**src/rtl/cpu16_pkg.sv**
```systemverilog
// cpu16_pkg
//   Shared definitions for the 16-bit CPU slice around the ALU writeback stage.
//   It holds the default datapath widths, the ALUOp codes (OP_AND..OP_MUL),
//   the writeback FSM state encoding, and a helper that classifies the ops
//   that produce a meaningful carry/borrow.
package cpu16_pkg;

  localparam int CPU_DATA_W = 16;
  localparam int CPU_REG_AW = 3;
  localparam int CPU_OP_W   = 3;

  localparam logic [2:0] OP_AND  = 3'b000;
  localparam logic [2:0] OP_OR   = 3'b001;
  localparam logic [2:0] OP_ADD  = 3'b010;
  localparam logic [2:0] OP_XOR  = 3'b011;
  localparam logic [2:0] OP_SLLI = 3'b100;
  localparam logic [2:0] OP_ROR  = 3'b101;
  localparam logic [2:0] OP_SUB  = 3'b110;
  localparam logic [2:0] OP_MUL  = 3'b111;

  // S_WR: a register-file write is on the outputs this cycle.
  // S_HI: the high half of a product is on the outputs this cycle.
  typedef enum logic [1:0] {
    S_IDLE = 2'b00,
    S_WR   = 2'b01,
    S_HI   = 2'b10
  } wb_state_e;

  // Only ADD and SUB produce a carry/borrow that the flag register keeps.
  function automatic logic op_sets_carry(input logic [2:0] op);
    return (op == OP_ADD) || (op == OP_SUB);
  endfunction

endpackage

```
**src/rtl/alu_writeback_stage_if.sv**
```systemverilog
// alu_writeback_stage_if
//   Valid/ready link from the ALU to the writeback stage.
//   master : the ALU side. It drives InValid, ALUOp, RegWrite, Rd, Result,
//            MulResult, Zero and CarryOut, and it reads InReady.
//   slave  : the writeback stage. It reads the ALU signals and drives InReady.
//   A transfer happens on a rising clock edge when InValid & InReady.
interface alu_writeback_stage_if #(
  parameter int DATA_W = 16,
  parameter int REG_AW = 3,
  parameter int OP_W   = 3
);
  logic                  InValid;
  logic                  InReady;
  logic [OP_W-1:0]       ALUOp;
  logic                  RegWrite;
  logic [REG_AW-1:0]     Rd;
  logic [DATA_W-1:0]     Result;
  logic [2*DATA_W-1:0]   MulResult;
  logic                  Zero;
  logic                  CarryOut;

  modport master (
    output InValid, ALUOp, RegWrite, Rd, Result, MulResult, Zero, CarryOut,
    input  InReady
  );

  modport slave (
    input  InValid, ALUOp, RegWrite, Rd, Result, MulResult, Zero, CarryOut,
    output InReady
  );
endinterface

```
**src/rtl/alu_flag_reg.sv**
```systemverilog
// alu_flag_reg
//   Holds the architectural Z/C flags read by branch logic. Each flag has its
//   own load enable, and each flag keeps its value when its enable is low.
//   Ports: clk, rst (synchronous, active-high), z_en/z_in, c_en/c_in,
//          flag_z, flag_c (registered).
module alu_flag_reg (
  input  logic clk,
  input  logic rst,
  input  logic z_en,
  input  logic z_in,
  input  logic c_en,
  input  logic c_in,
  output logic flag_z,
  output logic flag_c
);

  logic flag_z_r;
  logic flag_c_r;

  // Flag storage with independent per-flag loads.
  always_ff @(posedge clk) begin
    if (rst) begin
      flag_z_r <= 1'b0;
      flag_c_r <= 1'b0;
    end else begin
      if (z_en) begin
        flag_z_r <= z_in;
      end else begin
        flag_z_r <= flag_z_r;
      end
      if (c_en) begin
        flag_c_r <= c_in;
      end else begin
        flag_c_r <= flag_c_r;
      end
    end
  end

  assign flag_z = flag_z_r;
  assign flag_c = flag_c_r;

endmodule

```
**src/rtl/alu_writeback_stage.sv**
```systemverilog
// alu_writeback_stage
//   Registers ALU results on a valid/ready handshake and sequences the
//   register-file writes. A write appears on the cycle after its accept.
//   A MUL produces two writes: the LO half goes to Rd, then the HI half goes
//   to Rd+1, which wraps around the register file. The stage also keeps the
//   Z/C flag register up to date.
//   Ports: Clock, Reset (synchronous, active-high), bus (slave side of
//          alu_writeback_stage_if), RfWe/RfAddr/RfData (registered write
//          port), FlagZ/FlagC (architectural flags), Busy (a write is on the
//          outputs).
//   Build option ALU_WB_MUL_EN: when it is defined, MUL uses the two-write
//   sequence and the S_HI state. When it is undefined, ALUOp 111 is handled
//   as an ordinary single write of Result, MulResult is ignored, and InReady
//   is high except during Reset.
module alu_writeback_stage
  import cpu16_pkg::*;
#(
  parameter int DATA_W = CPU_DATA_W,
  parameter int REG_AW = CPU_REG_AW,
  parameter int OP_W   = CPU_OP_W
) (
  input  logic                 Clock,
  input  logic                 Reset,
  alu_writeback_stage_if.slave bus,
  output logic                 RfWe,
  output logic [REG_AW-1:0]    RfAddr,
  output logic [DATA_W-1:0]    RfData,
  output logic                 FlagZ,
  output logic                 FlagC,
  output logic                 Busy
);

  wb_state_e           state_r;
  wb_state_e           state_nx;
  logic                rf_we_r;
  logic                rf_we_nx;
  logic [REG_AW-1:0]   rf_addr_r;
  logic [REG_AW-1:0]   rf_addr_nx;
  logic [DATA_W-1:0]   rf_data_r;
  logic [DATA_W-1:0]   rf_data_nx;
  logic                busy_r;
  logic                ready_s;
  logic                accept_s;
  logic                load_s;
  logic                z_in_s;
  logic                c_en_s;

`ifdef ALU_WB_MUL_EN
  logic                is_mul_r;
  logic                is_mul_nx;
  logic [DATA_W-1:0]   hi_data_r;
  logic [DATA_W-1:0]   hi_data_nx;
  logic                mul_op_s;

  assign mul_op_s = (bus.ALUOp == OP_MUL);

  // Ready is low during the LO cycle of a MUL, because the HI write still owns the next cycle.
  always_comb begin
    if (Reset) begin
      ready_s = 1'b0;
    end else if ((state_r == S_WR) && is_mul_r) begin
      ready_s = 1'b0;
    end else begin
      ready_s = 1'b1;
    end
  end

  // The zero flag of a MUL reflects the whole product.
  always_comb begin
    if (mul_op_s) begin
      z_in_s = (bus.MulResult == {(2*DATA_W){1'b0}});
    end else begin
      z_in_s = bus.Zero;
    end
  end
`else
  logic unused_mul_s;
  assign unused_mul_s = ^bus.MulResult;

  // Without MUL sequencing the stage can always take a new op, except during Reset.
  always_comb begin
    if (Reset) begin
      ready_s = 1'b0;
    end else begin
      ready_s = 1'b1;
    end
  end

  assign z_in_s = bus.Zero;
`endif

  // Reset takes priority: ready_s is low during Reset, so nothing is accepted then.
  assign accept_s    = bus.InValid & ready_s;
  assign load_s      = accept_s & bus.RegWrite;
  assign c_en_s      = accept_s & op_sets_carry(bus.ALUOp);
  assign bus.InReady = ready_s;

  // Next-state logic and next values for the registered write port.
  always_comb begin
    state_nx   = state_r;
    rf_we_nx   = 1'b0;
    rf_addr_nx = rf_addr_r;
    rf_data_nx = rf_data_r;
`ifdef ALU_WB_MUL_EN
    is_mul_nx  = is_mul_r;
    hi_data_nx = hi_data_r;
`endif

    case (state_r)
      S_IDLE: begin
        if (load_s) begin
          state_nx = S_WR;
        end else begin
          state_nx = S_IDLE;
        end
      end
      S_WR: begin
`ifdef ALU_WB_MUL_EN
        if (is_mul_r) begin
          state_nx = S_HI;
        end else if (load_s) begin
          state_nx = S_WR;
        end else begin
          state_nx = S_IDLE;
        end
`else
        if (load_s) begin
          state_nx = S_WR;
        end else begin
          state_nx = S_IDLE;
        end
`endif
      end
`ifdef ALU_WB_MUL_EN
      S_HI: begin
        if (load_s) begin
          state_nx = S_WR;
        end else begin
          state_nx = S_IDLE;
        end
      end
`endif
      default: begin
        state_nx = S_IDLE;
      end
    endcase

`ifdef ALU_WB_MUL_EN
    if ((state_r == S_WR) && is_mul_r) begin
      // The HI half goes to the register after Rd. The address wraps at the width of the register file.
      rf_we_nx   = 1'b1;
      rf_addr_nx = rf_addr_r + {{(REG_AW-1){1'b0}}, 1'b1};
      rf_data_nx = hi_data_r;
      is_mul_nx  = 1'b0;
    end else if (load_s) begin
      rf_we_nx   = 1'b1;
      rf_addr_nx = bus.Rd;
      is_mul_nx  = mul_op_s;
      if (mul_op_s) begin
        rf_data_nx = bus.MulResult[DATA_W-1:0];
        hi_data_nx = bus.MulResult[2*DATA_W-1:DATA_W];
      end else begin
        rf_data_nx = bus.Result;
        hi_data_nx = hi_data_r;
      end
    end else begin
      rf_we_nx = 1'b0;
    end
`else
    if (load_s) begin
      rf_we_nx   = 1'b1;
      rf_addr_nx = bus.Rd;
      rf_data_nx = bus.Result;
    end else begin
      rf_we_nx = 1'b0;
    end
`endif
  end

  // State register and registered write-port outputs.
  always_ff @(posedge Clock) begin
    if (Reset) begin
      state_r   <= S_IDLE;
      rf_we_r   <= 1'b0;
      rf_addr_r <= {REG_AW{1'b0}};
      rf_data_r <= {DATA_W{1'b0}};
      busy_r    <= 1'b0;
`ifdef ALU_WB_MUL_EN
      is_mul_r  <= 1'b0;
      hi_data_r <= {DATA_W{1'b0}};
`endif
    end else begin
      state_r   <= state_nx;
      rf_we_r   <= rf_we_nx;
      rf_addr_r <= rf_addr_nx;
      rf_data_r <= rf_data_nx;
      busy_r    <= (state_nx != S_IDLE);
`ifdef ALU_WB_MUL_EN
      is_mul_r  <= is_mul_nx;
      hi_data_r <= hi_data_nx;
`endif
    end
  end

  alu_flag_reg u_flags (
    .clk    (Clock),
    .rst    (Reset),
    .z_en   (accept_s),
    .z_in   (z_in_s),
    .c_en   (c_en_s),
    .c_in   (bus.CarryOut),
    .flag_z (FlagZ),
    .flag_c (FlagC)
  );

  assign RfWe   = rf_we_r;
  assign RfAddr = rf_addr_r;
  assign RfData = rf_data_r;
  assign Busy   = busy_r;

endmodule
```
**src/flat_wrapper.sv**
```systemverilog
// flat-port wrapper written by rule: the top's interface ports become plain ports
module alu_writeback_stage_flat import cpu16_pkg::*;
#(
  parameter int DATA_W = CPU_DATA_W,
  parameter int REG_AW = CPU_REG_AW,
  parameter int OP_W   = CPU_OP_W
)
  (Clock, Reset, RfWe, RfAddr, RfData, FlagZ, FlagC, Busy, bus_InValid, bus_ALUOp, bus_RegWrite, bus_Rd, bus_Result, bus_MulResult, bus_Zero, bus_CarryOut, bus_InReady);
  alu_writeback_stage_if #(.DATA_W(DATA_W), .REG_AW(REG_AW), .OP_W(OP_W)) bus_i ();
  input  logic Clock;
  input  logic Reset;
  output logic RfWe;
  output logic [REG_AW-1:0] RfAddr;
  output logic [DATA_W-1:0] RfData;
  output logic FlagZ;
  output logic FlagC;
  output logic Busy;
  input wire logic [$bits(bus_i.InValid)-1:0] bus_InValid;
  input wire logic [$bits(bus_i.ALUOp)-1:0] bus_ALUOp;
  input wire logic [$bits(bus_i.RegWrite)-1:0] bus_RegWrite;
  input wire logic [$bits(bus_i.Rd)-1:0] bus_Rd;
  input wire logic [$bits(bus_i.Result)-1:0] bus_Result;
  input wire logic [$bits(bus_i.MulResult)-1:0] bus_MulResult;
  input wire logic [$bits(bus_i.Zero)-1:0] bus_Zero;
  input wire logic [$bits(bus_i.CarryOut)-1:0] bus_CarryOut;
  output wire logic [$bits(bus_i.InReady)-1:0] bus_InReady;
  assign bus_i.InValid = bus_InValid;
  assign bus_i.ALUOp = bus_ALUOp;
  assign bus_i.RegWrite = bus_RegWrite;
  assign bus_i.Rd = bus_Rd;
  assign bus_i.Result = bus_Result;
  assign bus_i.MulResult = bus_MulResult;
  assign bus_i.Zero = bus_Zero;
  assign bus_i.CarryOut = bus_CarryOut;
  assign bus_InReady = bus_i.InReady;
  alu_writeback_stage #(.DATA_W(DATA_W), .REG_AW(REG_AW), .OP_W(OP_W)) u_core (.Clock(Clock), .Reset(Reset), .bus(bus_i), .RfWe(RfWe), .RfAddr(RfAddr), .RfData(RfData), .FlagZ(FlagZ), .FlagC(FlagC), .Busy(Busy));
endmodule
```
**config.mk**
```make
export PLATFORM = sky130hd
export DESIGN_NAME = alu_writeback_stage_flat
export DESIGN_NICKNAME = d
export VERILOG_FILES = /design/src/rtl/cpu16_pkg.sv /design/src/rtl/alu_writeback_stage_if.sv /design/src/rtl/alu_flag_reg.sv /design/src/rtl/alu_writeback_stage.sv /design/src/flat_wrapper.sv
export SDC_FILE = /design/constraint.sdc
export NUM_CORES = 1
export LEC_CHECK = 0
export CORE_MARGIN = 1.5
export CORE_UTILIZATION = 33
export CTS_CLUSTER_SIZE = 14
export DETAILED_ROUTE_END_ITERATION = 10
export PLACE_DENSITY = 0.79
export SYNTH_ARGS = -nofsm -noshare
export SYNTH_HDL_FRONTEND = slang
export SYNTH_SLANG_ARGS = --single-unit
export TNS_END_PERCENT = 10
```
**constraint.sdc**
```tcl
create_clock -name Clock -period 1 [get_ports Clock]
set_clock_uncertainty 0.05 [all_clocks]
set_input_delay 0.2 -clock Clock [delete_from_list [all_inputs] [get_ports Clock]]
set_output_delay 0.2 -clock Clock [all_outputs]
set_load 0.02 [all_outputs]
```
==> metrics.txt, run 1 <==
initial antenna violation count=0; WP data arrival=0.78 ns; grt total ovfl=0; Core ar.=about 3100 µm²; Max FO, Critical Path=2; postcts setup bufs=0; kind of critical path=reg2out; Setup crit end kind=primary output; min Tclk post-route=1.03 ns; Final Core Density=0.553; HP Class=in2reg; vias=just under 900; Hold Fails Final Rpt=0; clk sink count=22; GPL Wtd Cong=approximately 0.66; sequential share of the synthesized area=0.404; r2r startpoint=u_core.RfData[4]; Inst Count DP=around 190; layout cell share with drive strength beyond 1=0.568; Hold Startpoint=Reset; Mapped Avg Cell Area=about 11 µm²; Setup Viol. Count Final=23; die width=~60 µm; drt wl/cell=between 10 and 15 µm; PortBufs=50; HPWL after DPL=1690 µm; DP Area=between 1500 and 2000 µm²; Relative slew margins=0.776; yosys warns=0; vias in the first global route=913; Filler cells=approximately 300; worst path required time=0.75 ns; Syn-to-layout area delta=57.3%; commonest cells after routing, fill and taps aside=24 x buf_6, 23 x clkdlybuf4s50_1, 22 x dfxtp_2, 19 x a21bo_1, 18 x a21oi_2; clk buf depth=2; Least-Margin Pin Slew=between 0.3 and 0.4 ns; final clock period utilization by the worst path=1.03; Finished Layout Cells=190; # rows=20; Cell Chain, Critical Path=buf_6; hold slack final=a little under 0.3 ns; most common cell after layout, fill and taps aside=buf_6; GRT Overall Usage=0.149; pre-CTS setup slack=-0.579 ns; RSZ-0062 raised after global routing=true; Post-DRT Antenna Nets=0; CTS tree=yes; register bit total from synthesis=22; Power per Cell Area=between 1000 and 1500 nW/µm²; sequential cell area=468 µm²; ant diodes=0; post-layout instance area=around 1700 µm²; Critical Path Source Type=flip-flop; Root Buffer=clkbuf_4; syn nets=between 150 and 200; max cap viols=0; cts bufs inserted=3; area used by multi-input combinational logic=548 µm²; setup TNS=-0.455 ns; CP startpoint=u_core.RfData[9]; H-Tree Level Count=1; die height=~61 µm; Lkg Pwr=between 0.6 and 0.7 nW; Initial Util=0.352; slowest CP cell=dfxtp_2; VDD IR max=0.541 mV; wirelength, routed=about 2500 µm; max incr delay on CP=between 0.3 and 0.4 ns; Syn Std Cell Area=1090 µm²; Cells after Synth=99; vias per cell=approximately 4.7; failing checks=negative setup slack; clk slew on worst S/H paths=roughly 0.13 ns; DR iter-0 viols=24; Ports=between 80 and 90; CP Buf/Inv Count=1; # nets final=roughly 210; delay-heaviest family, CP=flip-flops; Synth cell types=15; drt first pass iters=3; Clk Latency, worst-skew pair=0.30 ns; FMAX=969 MHz; pins over their slew limit=0; largest net degree at the start of global routing=40; Remaining DRCs=0; total power=2.08 mW; first-pass GRT wire length=approximately 4100 µm; status=finished with violations; Die ar.=roughly 3700 µm²; final worst-path setup slack=-0.0317 ns
-- cells in the mapped netlist, drive strengths merged --
master,number,area [µm²]
dfxtp,22,440
a21bo,19,190
a21oi,19,163
nand3,19,145
buf,12,98.8
mux2i,2,20.0
nand2b,2,12.5
and3,1,6.26
inv,1,3.75
nand3b,1,7.51
nor2,1,3.75
-- worst paths after layout --
path / to / slack, ns / depth (start not counted)
min reg2reg: u_core.u_flags.flag_z / 0.47 / 2
max reg2reg: u_core.RfData[4] / 0.19 / 2
min: u_core.RfWe / 0.29 / 3
max: RfData[9] / -0.03 / 1
-- metal layers --
metal / vias to the layer above / GRT usage / wire, µm
met2: 22 / 0.264 / 1300
li1: 440 / - / -
met5: - / 0 / 0
met1: 426 / 0.182 / 1030
met3: 2 / 0.0256 / 97
met4: 0 / 0.0559 / 31
-- power by group --
group	total [mW]	internal, mW	switching, mW
clock network	0.671	0.405	0.266
logic	0.453	0.251	0.202
registers	0.952	0.924	0.0279
-- cell type report --
type | count | share of cell area
flip-flops and latches | 22 | 0.273
inverters | 1 | 0.00219
well taps | 44 | 0.0321
repair buffers | 55 | 0.343
clock buffers | 3 | 0.0131
multi-input cells | 64 | 0.319
clock inverters | 1 | 0.0175
-- state kept, by name, summed over array words and instances, names as in the netlist --
| name | count |
|---|---|
| u_core.u_flags.flag_c | 1 |
| u_core.RfData | 16 |
| u_core.RfWe | 1 |
| u_core.RfAddr | 3 |
| u_core.u_flags.flag_z | 1 |
-- repair_timing --
action / 4_1_cts / 5_1_grt
hold endpoints to repair: 0 / 0
pin swaps: 1 / 0
resized for setup: 167 / 2
endpoints found under the setup margin: 37 / 23
gates cloned: 0 / 0
hold buffers: 0 / 0
-- kinds of logic after synthesis --
family          synth area share
compound gates             0.323
simple gates               0.161
flops                      0.404
mux                       0.0183
buf+inv                   0.0940
Note: power is estimated with default switching activity, not from simulation.
==> run 2: changes to the inputs <==
--- a/config.mk
+++ b/config.mk
@@ -5,6 +5,7 @@
 export SDC_FILE = /design/constraint.sdc
 export NUM_CORES = 1
 export LEC_CHECK = 0
+export CAP_MARGIN = 10
 export CORE_MARGIN = 1.5
 export CORE_UTILIZATION = 33
 export CTS_CLUSTER_SIZE = 14
==> results of run 2 <==
Same layout as run 1: the final DEF is identical, and so are final timing and power.
==> run 3: changes to the inputs <==
--- a/config.mk
+++ b/config.mk
@@ -8,6 +8,7 @@
 export CAP_MARGIN = 10
 export CORE_MARGIN = 1.5
 export CORE_UTILIZATION = 33
+export CTS_BUF_LIST = sky130_fd_sc_hd__clkbuf_16
 export CTS_CLUSTER_SIZE = 14
 export DETAILED_ROUTE_END_ITERATION = 10
 export PLACE_DENSITY = 0.79
==> run 3 against run 2 <==
  * The flow now finishes without violations
  * Core utilization is 1.3 points lower
  * First-iteration DRC count shrank 8.3%
  * Power is 19% higher
  * Critical endpoint is now RfData[13]
  * Sequential cell count unchanged
  * Clock power rose by 64%
  * Critical path depth is the same
  * Hold slack better by 0.074 ns
==> metrics.txt, run 3 (synthesized netlist as in run 1, its figures left out) <==
vias in the first global route=~900; GPL Wtd Cong=roughly 0.66; # rows=20; pre-CTS setup slack=-0.579 ns; commonest cells after routing, fill and taps aside=23 x clkdlybuf4s50_1, 19 x a21bo_1, 18 x a21oi_2, 18 x buf_4, 13 x dfxtp_2; sequential cell area=between 400 and 500 µm²; Ports=84; drt wl/cell=12.9 µm; Least-Margin Pin Slew=0.328 ns; FMAX=between 1000 and 1500 MHz; slowest CP cell=dfxtp_1; drt first pass iters=4; cts bufs inserted=3; wirelength, routed=2450 µm; max incr delay on CP=0.32 ns; Max FO, Critical Path=2; ant diodes=0; GRT Overall Usage=0.151; die width=around 61 µm; total power=between 2 and 2.5 mW; HP Class=in2reg; # nets final=just over 200; vias=around 890; PortBufs=50; CTS tree=yes; WP depth=1; CP startpoint=u_core.RfData[13]; Syn-to-layout area delta=53.7%; Root Buffer=clkbuf_16; r2r startpoint=u_core.RfData[11]; Finished Layout Cells=190; Setup crit end kind=primary output; worst path required time=0.75 ns; post-layout instance area=1680 µm²; Lkg Pwr=0.672 nW; Die ar.=3660 µm²; postcts setup bufs=0; clk buf depth=2; Setup Viol. Count Final=0; layout cell share with drive strength beyond 1=0.507; H-Tree Level Count=1; Inst Count DP=between 150 and 200; Hold Fails Final Rpt=0; min Tclk post-route=0.985 ns; DR iter-0 viols=22; final clock period utilization by the worst path=0.985; HPWL after DPL=around 1700 µm; DP Area=~1600 µm²; initial antenna violation count=0; max cap viols=0; vias per cell=about 4.7; largest net degree at the start of global routing=40; final worst-path setup slack=0.0151 ns; Power per Cell Area=between 1000 and 1500 nW/µm²; CP Buf/Inv Count=1; Relative slew margins=0.781; Critical Path Sink=RfData[13]; die height=60.5 µm; delay-heaviest family, CP=flip-flops; Initial Util=0.352; max reg flops=16; WP data arrival=roughly 0.73 ns; R2R Setup Slk=approximately 0.21 ns; Filler cells=318; Worst Reg-to-Reg Cells=2; Core ar.=slightly above 3000 µm²; clk sink count=22; first-pass GRT wire length=about 4200 µm; pins over their slew limit=0; Post-DRT Antenna Nets=0; RSZ-0062 raised after global routing=true; reg2reg end=u_core.RfData[11]; Clk Latency, worst-skew pair=0.25 ns; grt total ovfl=0; kind of critical path=reg2out; Remaining DRCs=0; Critical Path Source Type=flip-flop; Cell Chain, Critical Path=buf_2; Final Core Density=0.540; VDD IR max=slightly above 0.6 mV; clk slew on worst S/H paths=roughly 0.06 ns; status=finished clean; most common cell after layout, fill and taps aside=clkdlybuf4s50_1; area used by multi-input combinational logic=548 µm²
[run 3: where the power goes]
part           switching (mW)  total, mW  internal, mW
logic                   0.202      0.429         0.227
registers              0.0218      0.944         0.922
clock network           0.308       1.10         0.794
[run 3: timing repair]
| item | CTS | global route |
|---|---|---|
| pin swaps | 0 | 0 |
| cloned | 0 | 0 |
| setup endpoints to repair | 46 | 17 |
| hold buffers | 0 | 0 |
| gates resized for setup | 106 | 31 |
[run 3: area by class of cell]
type / count / area share
clock buffer: 3 / 0.0448
clock inverter: 1 / 0.0179
inverter: 1 / 0.00224
multi-input combinational: 64 / 0.327
sequential: 22 / 0.272
tap: 44 / 0.0328
timing repair buffer: 55 / 0.303
[run 3: metal layers]
layer	share of wire	track usage	wire [µm]	up-vias
li1	-	-	-	443
met5	0	0	0	-
met2	0.51	0.256	1240	24
met4	0.018	0.0652	43	0
met3	0.045	0.0341	110	4
met1	0.43	0.184	1060	417
[run 3: per-stage QoR]
step           hold WS, ns  TNS [ns]
4_1_cts              0.367    -0.436
2_1_floorplan        0.281         0
3_3_place_gp         0.425    -11.34
3_5_place_dp         0.451    -12.00
5_1_grt              0.392   -0.0213
6_report             0.366         0
[run 3: worst min path at each step]
| stage | start | to | slack (ns) | cells after the start |
|---|---|---|---|---|
| final | Reset | u_core.RfWe | 0.37 | 3 |
| after CTS | Reset | u_core.RfWe | 0.37 | 3 |
| after detailed placement | u_core.u_flags.flag_z | u_core.u_flags.flag_z | 0.45 | 2 |
| after global placement | u_core.u_flags.flag_z | u_core.u_flags.flag_z | 0.43 | 2 |
| after floorplan | bus_Rd[0] | u_core.RfAddr[0] | 0.28 | 2 |
| after global routing | Reset | u_core.RfWe | 0.39 | 3 |
